`src/rtl/serial_logic_engine_pkg.sv`:
```
// -----------------------------------------------------------------------------
// serial_logic_engine_pkg
// Shared definitions for the bit-serial logic engine: FSM state encoding,
// named truth-table codes for common functions, and the per-bit truth-table
// lookup used by logicalunit.
// -----------------------------------------------------------------------------
package serial_logic_engine_pkg;

  typedef enum logic [1:0] {
    ST_IDLE  = 2'd0,
    ST_SHIFT = 2'd1,
    ST_DONE  = 2'd2
  } state_e;

  // Truth-table codes: result bit = func[{a,b}]
  localparam logic [3:0] FUNC_AND    = 4'h8;
  localparam logic [3:0] FUNC_OR     = 4'hE;
  localparam logic [3:0] FUNC_XOR    = 4'h6;
  localparam logic [3:0] FUNC_NAND   = 4'h7;
  localparam logic [3:0] FUNC_PASS_A = 4'hC;
  localparam logic [3:0] FUNC_PASS_B = 4'hA;

  // Select one truth-table entry using the operand bit pair as the index.
  function automatic logic lu_eval(input logic [3:0] f, input logic a, input logic b);
    return f[{a, b}];
  endfunction

endpackage

```
`src/rtl/serial_logic_engine_logicalunit.sv`:
```
// -----------------------------------------------------------------------------
// logicalunit
// Single-bit programmable logic cell: out = func[{a,b}].
// Ports:
//   a, b  - operand bits
//   func  - 4-bit truth table
//   out   - selected truth-table entry
// -----------------------------------------------------------------------------
module logicalunit
  import serial_logic_engine_pkg::*;
(
  input  logic       a,
  input  logic       b,
  input  logic [3:0] func,
  output logic       out
);

  assign out = lu_eval(func, a, b);

endmodule

```
`src/rtl/serial_logic_engine.sv`:
```
// -----------------------------------------------------------------------------
// serial_logic_engine
// Bit-serial front end for logicalunit. Accepts two WIDTH-bit operands and a
// truth-table code, evaluates one bit pair per cycle LSB-first, and presents
// the assembled result on an output valid/ready handshake.
// Ports:
//   clk, rst_n           - clock, asynchronous active-low reset
//   in_valid / in_ready  - operation handshake (op_a, op_b, func)
//   out_valid / out_ready- result handshake (result)
//   busy                 - high while shifting or holding a result
// -----------------------------------------------------------------------------
module serial_logic_engine
  import serial_logic_engine_pkg::*;
#(
  parameter int WIDTH = 8
) (
  input  logic             clk,
  input  logic             rst_n,
  input  logic             in_valid,
  output logic             in_ready,
  input  logic [WIDTH-1:0] op_a,
  input  logic [WIDTH-1:0] op_b,
  input  logic [3:0]       func,
  output logic             out_valid,
  input  logic             out_ready,
  output logic [WIDTH-1:0] result,
  output logic             busy
);

  localparam int CNT_W = $clog2(WIDTH + 1);
  localparam logic [CNT_W-1:0] CNT_LAST = CNT_W'(WIDTH - 1);
  localparam logic [CNT_W-1:0] CNT_ONE  = CNT_W'(1);

  state_e           state_q,  state_d;
  logic [WIDTH-1:0] a_sr_q,   a_sr_d;
  logic [WIDTH-1:0] b_sr_q,   b_sr_d;
  logic [WIDTH-1:0] res_q,    res_d;
  logic [3:0]       func_q,   func_d;
  logic [CNT_W-1:0] cnt_q,    cnt_d;
  logic             in_ready_q,  in_ready_d;
  logic             out_valid_q, out_valid_d;
  logic             busy_q,      busy_d;
  logic             lu_out_s;
  logic [WIDTH-1:0] res_shift_s;

  // Per-bit evaluation on the current LSBs of the operand shift registers.
  logicalunit u_lu (
    .a    (a_sr_q[0]),
    .b    (b_sr_q[0]),
    .func (func_q),
    .out  (lu_out_s)
  );

  // New bit enters at the MSB so the first-evaluated bit ends up at bit 0;
  // written as a loop so WIDTH==1 needs no special-case slice.
  always_comb begin
    res_shift_s = '0;
    res_shift_s[WIDTH-1] = lu_out_s;
    for (int i = 0; i < WIDTH - 1; i++) begin
      res_shift_s[i] = res_q[i+1];
    end
  end

  // Next-state and datapath update.
  always_comb begin
    state_d = state_q;
    a_sr_d  = a_sr_q;
    b_sr_d  = b_sr_q;
    res_d   = res_q;
    func_d  = func_q;
    cnt_d   = cnt_q;
    case (state_q)
      ST_IDLE: begin
        if (in_valid && in_ready_q) begin
          a_sr_d  = op_a;
          b_sr_d  = op_b;
          func_d  = func;
          cnt_d   = '0;
          state_d = ST_SHIFT;
        end else begin
          state_d = ST_IDLE;
        end
      end
      ST_SHIFT: begin
        res_d  = res_shift_s;
        a_sr_d = a_sr_q >> 1;
        b_sr_d = b_sr_q >> 1;
        cnt_d  = cnt_q + CNT_ONE;
        if (cnt_q == CNT_LAST) begin
          state_d = ST_DONE;
        end else begin
          state_d = ST_SHIFT;
        end
      end
      ST_DONE: begin
        if (out_valid_q && out_ready) begin
          state_d = ST_IDLE;
        end else begin
          state_d = ST_DONE;
        end
      end
      default: begin
        state_d = ST_IDLE;
      end
    endcase
  end

  // Handshake outputs are decoded from the next state so they leave a flop.
  always_comb begin
    in_ready_d  = (state_d == ST_IDLE);
    out_valid_d = (state_d == ST_DONE);
    busy_d      = (state_d != ST_IDLE);
  end

  // State, datapath and output registers.
  always_ff @(posedge clk or negedge rst_n) begin
    if (!rst_n) begin
      state_q     <= ST_IDLE;
      a_sr_q      <= '0;
      b_sr_q      <= '0;
      res_q       <= '0;
      func_q      <= 4'h0;
      cnt_q       <= '0;
      in_ready_q  <= 1'b1;
      out_valid_q <= 1'b0;
      busy_q      <= 1'b0;
    end else begin
      state_q     <= state_d;
      a_sr_q      <= a_sr_d;
      b_sr_q      <= b_sr_d;
      res_q       <= res_d;
      func_q      <= func_d;
      cnt_q       <= cnt_d;
      in_ready_q  <= in_ready_d;
      out_valid_q <= out_valid_d;
      busy_q      <= busy_d;
    end
  end

  assign in_ready  = in_ready_q;
  assign out_valid = out_valid_q;
  assign busy      = busy_q;
  assign result    = res_q;

endmodule

```
`config.mk`:
```
export PLATFORM = sky130hd
export DESIGN_NAME = serial_logic_engine
export DESIGN_NICKNAME = d
export VERILOG_FILES = /design/src/rtl/serial_logic_engine_pkg.sv /design/src/rtl/serial_logic_engine_logicalunit.sv /design/src/rtl/serial_logic_engine.sv
export SDC_FILE = /design/constraint.sdc
export NUM_CORES = 1
export LEC_CHECK = 0
export ABC_AREA = 1
export ABC_CLOCK_PERIOD_IN_PS = 1100
export BUFFER_PORTS_ARGS = -buffer_cell sky130_fd_sc_hd__buf_2
export CELL_PAD_IN_SITES_DETAIL_PLACEMENT = 1
export CELL_PAD_IN_SITES_GLOBAL_PLACEMENT = 2
export CORE_MARGIN = 4
export CORE_UTILIZATION = 28
export DETAILED_ROUTE_END_ITERATION = 8
export PLACE_DENSITY = 0.78
export SKIP_LAST_GASP = 1
export SLEW_MARGIN = 5
export SYNTH_ARGS = -nofsm -noshare
export SYNTH_HDL_FRONTEND = slang
export SYNTH_SLANG_ARGS = --single-unit
```
`constraint.sdc`:
```
create_clock -name clk -period 1.1 [get_ports clk]
set_input_delay 0.22 -clock clk [delete_from_list [all_inputs] [get_ports clk]]
set_output_delay 0.22 -clock clk [all_outputs]
set_load 0.01 [all_outputs]
```
==> metrics.txt, run 1 <==
routed vias/inst=about 4.3; pin count of the biggest net entering global routing=38; Worst path depth=6; CP arrival=1.36 ns; Min Clock Period, post-route=1.18 ns; slew margin rel.=86.2%; nets=around 290; Starting Density=29.1%; global-route wire length before repair=7200 um; clk sinks=37; post-route cell area=roughly 2200 um2; CTS buffer count=5; worst hold path type=input port to flip-flop; CP max-delay cell=dfstp_2; Buffers & Inverters on Critical Path=2; Adder-Cell Fraction of Synth Area=0.721%; worst hold path stage count=3; DRT Wirelength=between 4000 and 5000 um; combinational family with the most area after synthesis=simple AND/OR/NAND/NOR gates; vias in the first global route=1600; CTS tree=done; failing checks=negative setup slack; Worst Reg-to-Reg Cells=6; syn_area_per_cell=7.85 um2; Clock Root Buffer=clkbuf_8; Hold Crit Start=func[0]; crit path from=in_ready$_DFF_PN1_; Flop pwr share=36.3%; num ports=35; Crit path largest cell delay=0.52 ns; WL per Instance=12.0 um; outcome=finished with violations; XOR/XNOR share of the synthesized area=0%; Area Overhead vs Synth=28.8%; Cells after DPL=333; Setup violations, final=26; endpoints failing hold=0; power consumption=6.44 mW; endpoint of the worst register-to-register path=b_sr_q[4]$_DFFE_PN0P_; post-route setup slack=-0.0791 ns; Layout fillers=roughly 740; FF-to-FF Start=in_ready$_DFF_PN1_; final core occ=37.5%; Fmax=roughly 850 MHz; Reg2Reg Setup Slack=-0.08 ns; RSZ-0062 raised after global routing=true; detailed-router iteration count before antenna repair=4; Internal Power=3.82 mW; Finished Layout Cells=345; critical path class=flip-flop to flip-flop; DR DRC count=0; row count=28; final max-slew violation count=0; DIE AREA=7520 um2; RePlAce Congestion=approximately 0.69; routed vias=1500; cell count after synthesis=221; Worst Hold Endpoint=func_q[0]$_DFFE_PN0P_; final worst path period share=107%; pwr/cell area=roughly 2900 nW/um2; Clock power frac=around 15%; CP Max Fanout=20; critical path endpoint category=flip-flop; switch share=40.7%; required time worst endpoint=1.28 ns; total grt overflow=0; delay-heaviest family, CP=flip-flops; Placement Setup Slack=-0.0803 ns; Initial DRC Count=84; post-synthesis compound-gate area fraction=3.75%; most common cell type on the critical path=nand2_1; Die Width=86.7 um; synthesized net count=between 200 and 250; max_cap viols=0; port bufs=34; Global Route Usage Sum=12.1%; Syn. warnings=0; DP Wirelength=2930 um; mux share of post-synthesis cell area=0%; post-synthesis sequential area ratio=53.4%; most common cell after layout, fill and taps aside=nand2_1; post-place instance area=between 2000 and 2500 um2; layout cells sized above 1=25.2%; Post-Syn Area=1740 um2; Net Switching=2.62 mW; Logic pwr share=around half; Pleak=1.26 nW; post-synthesis simple-gate area fraction=33.7%; maximum VDD drop=940 uV; clk slew on worst S/H paths=about 0.070 ns; post-synthesis cell type count=19; worst-margin pin slew=just over 0.2 ns; clk buf depth=2; core area=5960 um2; antenna-violating nets left=0; CP Cell Sequence=nand2_1 -> inv_2 -> nand3_4 -> buf_12 -> nand3_1 -> nand2_1; die height=86.7 um; worst skew pair latency=0.28 ns; CTS HTree Levels=2; Setup Skew=a little under 0.009 ns; antenna violations before repair=0; Ant. Diodes=0; most frequent cells in the layout=nand2_1 (106), dfrtp_1 (36), buf_2 (34); Setup crit start kind=flip-flop; number of synthesized register bits=37
registers in the layout, indices dropped and copies added, names as in the netlist:
| signal | cells |
|---|---|
| result | 8 |
| in_ready | 1 |
| func_q | 4 |
| b_sr_q | 8 |
| state_q | 2 |
| out_valid | 1 |
| busy | 1 |
| cnt_q | 4 |
| a_sr_q | 8 |
metal layers:
metal | share of wire [%] | vias to the layer above | track usage [%] | wire, um
met4 | 1.5 | 0 | 3.82 | 63
met2 | 47 | 23 | 20.3 | 1960
li1 | - | 778 | - | -
met1 | 48 | 694 | 15.6 | 1980
met3 | 3.5 | 5 | 2.57 | 145
met5 | 0 | - | 0 | 0
metrics by stage:
| step | hold WS [ns] | TNS (ns) |
|---|---|---|
| 2_1_floorplan | -0.0756 | -0.793 |
| 3_3_place_gp | 0.202 | -0.644 |
| 5_1_grt | 0.177 | -2.78 |
| 3_5_place_dp | 0.206 | -1.53 |
| 6_report | 0.170 | -1.23 |
| 4_1_cts | 0.161 | -1.72 |
worst min-delay path: stages:
cell and delay (ns):
buf_2 0.09, inv_1 0.04, o21ai_1 0.06
worst max path at each step:
stage | to
detailed placement | b_sr_q[4]$_DFFE_PN0P_
CTS | b_sr_q[4]$_DFFE_PN0P_
floorplan | a_sr_q[0]$_DFFE_PN0P_
global placement | cnt_q[3]$_DFFE_PN0P_
global route | b_sr_q[4]$_DFFE_PN0P_
finish | b_sr_q[4]$_DFFE_PN0P_
power by group through the flow:
| stage | clock network (mW) | registers, mW | logic (mW) |
|---|---|---|---|
| 4_1_cts | 1.02 | 2.35 | 3.18 |
| 6_report | 0.970 | 2.34 | 3.13 |
| 2_1_floorplan | 0 | 2.38 | 2.09 |
| 3_5_place_dp | 0 | 2.37 | 3.14 |
| 3_3_place_gp | 0 | 2.36 | 3.07 |
| 5_1_grt | 1.08 | 2.43 | 3.60 |
cell usage after synthesis, drive strengths merged:
library cell,instances,area [um2]
dfrtp,36,901
dfstp,1,26.3
nand2,108,415
nand4,2,12.5
inv,19,71.3
ha,1,12.5
nand3,26,140
nor2,3,11.3
a21oi,1,5.00
or2,1,6.26
buf,11,73.8
o21ai,12,60.1
cell type report:
type	count	area (um2)	share of cell area (%)
Timing Repair Buffer	52	362	16.2
Clock buffer	8	90.1	4.03
Tap cell	75	93.8	4.20
Sequential cell	37	927	41.5
Multi-Input combinational cell	154	691	30.9
Inverter	19	71.3	3.19
cells by family after synthesis:
family                   after synthesis
flip-flops                            37
buffers and inverters                 30
AND/OR/NAND/NOR                      140
AO/OA/AOI/OAI                         13
adder cells (fa/ha/maj)                1
what timing repair did:
action | in CTS | in global routing
buffers inserted | 1 | 2
endpoints found under the setup margin | 26 | 35
hold buffers | 1 | 0
endpoints found under the hold margin | 36 | 0
gates resized for setup | 0 | 1
No activity file was read; power rests on OpenSTA's default activity.
==> run 2, diff against run 1 <==
CAP_MARGIN = 30   (was not set)
MAX_ROUTING_LAYER = met4   (was not set)
==> run 2 against run 1 <==
Effect of this change: the run still ends with negative setup slack left; count of clock-buffer cells in the layout unchanged; power is essentially flat; final area did not move; sequential power about the same; critical path type unchanged.
==> metrics.txt, run 2 (synthesized netlist as in run 1, its figures left out) <==
Initial DRC Count=83 (was 84); post-route setup slack=-0.0791 ns (about the same); crit path to=b_sr_q[4]$_DFFE_PN0P_ (unchanged); clk sinks=37 (unchanged); outcome=finished with violations (unchanged); worst-margin pin slew=0.207 ns (about the same); most common cell after layout, fill and taps aside=nand2_1 (unchanged); final max-slew violation count=0 (unchanged); CP max-delay cell=dfstp_2 (unchanged); Global Route Usage Sum=12.5% (was 12.1%); CTS HTree Levels=2 (unchanged); total grt overflow=0 (unchanged); worst hold path type=input port to flip-flop (unchanged); Metal-1 WL=1980 um (about the same); layout cells sized above 1=25.2% (unchanged); uppermost routed layer=met4 (unchanged); Die Width=86.7 um (unchanged); Pleak=1.26 nW (unchanged); met3 wire length=146 um (was 145 um); maximum VDD drop=940 uV (about the same); CTS buffer count=5 (unchanged); vias in the first global route=1594 (was 1600); routed vias/inst=4.35 (unchanged); worst skew pair latency=0.28 ns (about the same); die height=86.7 um (unchanged); most frequent cells in the layout=nand2_1 (106), dfrtp_1 (36), buf_2 (34) (unchanged); CP Cell Sequence=nand2_1 -> inv_2 -> nand3_4 -> buf_12 -> nand3_1 -> nand2_1 (unchanged); DP Wirelength=2930 um (unchanged); Ant. Diodes=0 (unchanged); delay-heaviest family, CP=flip-flops (unchanged); Area Overhead vs Synth=28.8% (unchanged); Worst path depth=6 (unchanged); max_cap viols=0 (unchanged); DRT Wirelength=4150 um (about the same); RSZ-0062 raised after global routing=true (unchanged); Clock Root Buffer=clkbuf_8 (unchanged); Setup violations, final=26 (unchanged); num ports=35 (unchanged); critical path class=flip-flop to flip-flop (unchanged); clk slew on worst S/H paths=0.07 ns (about the same); pwr/cell area=2880 nW/um2 (about the same); met2 WL post-DR=1950 um (was 1960 um); crit path from=in_ready$_DFF_PN1_ (unchanged); Fmax=848 MHz (about the same); nets=294 (unchanged); endpoints failing hold=0 (unchanged); row count=28 (unchanged); Worst Reg-to-Reg Cells=6 (unchanged); port bufs=34 (unchanged); CP Max Fanout=20 (unchanged); slew margin rel.=86.2% (about the same); RePlAce Congestion=0.700 (was 0.693); Min Clock Period, post-route=1.18 ns (about the same); most common cell type on the critical path=nand2_1 (unchanged); clk buf depth=2 (unchanged); Crit path largest cell delay=0.52 ns (about the same); FF-to-FF Start=in_ready$_DFF_PN1_ (unchanged); Buffers & Inverters on Critical Path=2 (unchanged); CTS tree=done (unchanged); DIE AREA=7520 um2 (unchanged); WL per Instance=12.0 um (about the same); endpoint of the worst register-to-register path=b_sr_q[4]$_DFFE_PN0P_ (unchanged); failing checks=negative setup slack (unchanged); Starting Density=29.1% (unchanged); Reg2Reg Setup Slack=-0.08 ns (about the same); critical path endpoint category=flip-flop (unchanged); DR DRC count=0 (unchanged); CP arrival=1.36 ns (about the same); detailed-router iteration count before antenna repair=4 (unchanged); global-route wire length before repair=7220 um (was 7200 um); Setup Skew=0.00886 ns (about the same); final core occ=37.5% (unchanged); hold slack=0.170 ns (about the same); routed vias=1500 (unchanged); required time worst endpoint=1.28 ns (about the same); pin count of the biggest net entering global routing=38 (unchanged); antenna-violating nets left=0 (unchanged); Setup crit start kind=flip-flop (unchanged); core area=5960 um2 (unchanged); final worst path period share=107% (about the same); antenna violations before repair=0 (unchanged)
-- run 2: repair_timing --
action / 4_1_cts / 5_1_grt
setup buffers: 1 / 2
endpoints found under the setup margin: 26 / 36
hold endpoints to repair: 36 / 0
hold buffers: 1 / 0
resized for setup: 0 / 1
-- run 2: final cells by class --
cell class / count / area, um2
tap: 75 / 93.8
multi-input combinational: 154 / 691
clock buffer: 8 / 90.1
fill: 738 / 3720
timing repair buffer: 52 / 362
inverter: 19 / 71.3
sequential: 37 / 927
-- run 2: metrics by stage --
step	total power [mW]	instances	TNS (ns)	setup slack (ns)	instance area [um2]
6_report	6.44	345	-1.23	-0.0791	2230
5_1_grt	7.12	345	-2.79	-0.132	2230
4_1_cts	6.55	343	-1.72	-0.0897	2220
3_5_place_dp	5.52	333	-1.53	-0.0803	2110
3_3_place_gp	5.43	333	-0.644	-0.0378	2110
2_1_floorplan	4.48	221	-0.793	-0.0359	1790
-- run 2: worst min-delay path by stage --
stage | slack, ns | start | end | cells after the start
final | 0.17 | func[0] | func_q[0]$_DFFE_PN0P_ | 3
after global placement | 0.20 | rst_n | result[2]$_DFFE_PN0N_ | 2
after floorplan | -0.08 | rst_n | a_sr_q[0]$_DFFE_PN0P_ | 0
after CTS | 0.16 | func[0] | func_q[0]$_DFFE_PN0P_ | 3
after global routing | 0.18 | func[0] | func_q[0]$_DFFE_PN0P_ | 3
after detailed placement | 0.21 | rst_n | result[2]$_DFFE_PN0N_ | 2
-- run 2: worst reg2reg max path, stage by stage (launching register included) --
cell,delay [ns]
dfstp_2,0.52
nand2_1,0.06
inv_2,0.07
nand3_4,0.10
buf_12,0.18
nand3_1,0.08
nand2_1,0.06
-- run 2: metal layers --
metal / vias to the layer above / GRT usage (%)
met1: 694 / 15.7
met5: - / -
li1: 778 / -
met4: 0 / 3.82
met3: 5 / 2.57
met2: 23 / 20.3
-- run 2: power breakdown --
part / internal [mW] / total (mW) / switching, mW
clock: 0.511 / 0.970 / 0.459
combinational: 1.33 / 3.13 / 1.80
sequential: 1.98 / 2.34 / 0.360
total: 3.82 / 6.44 / 2.62
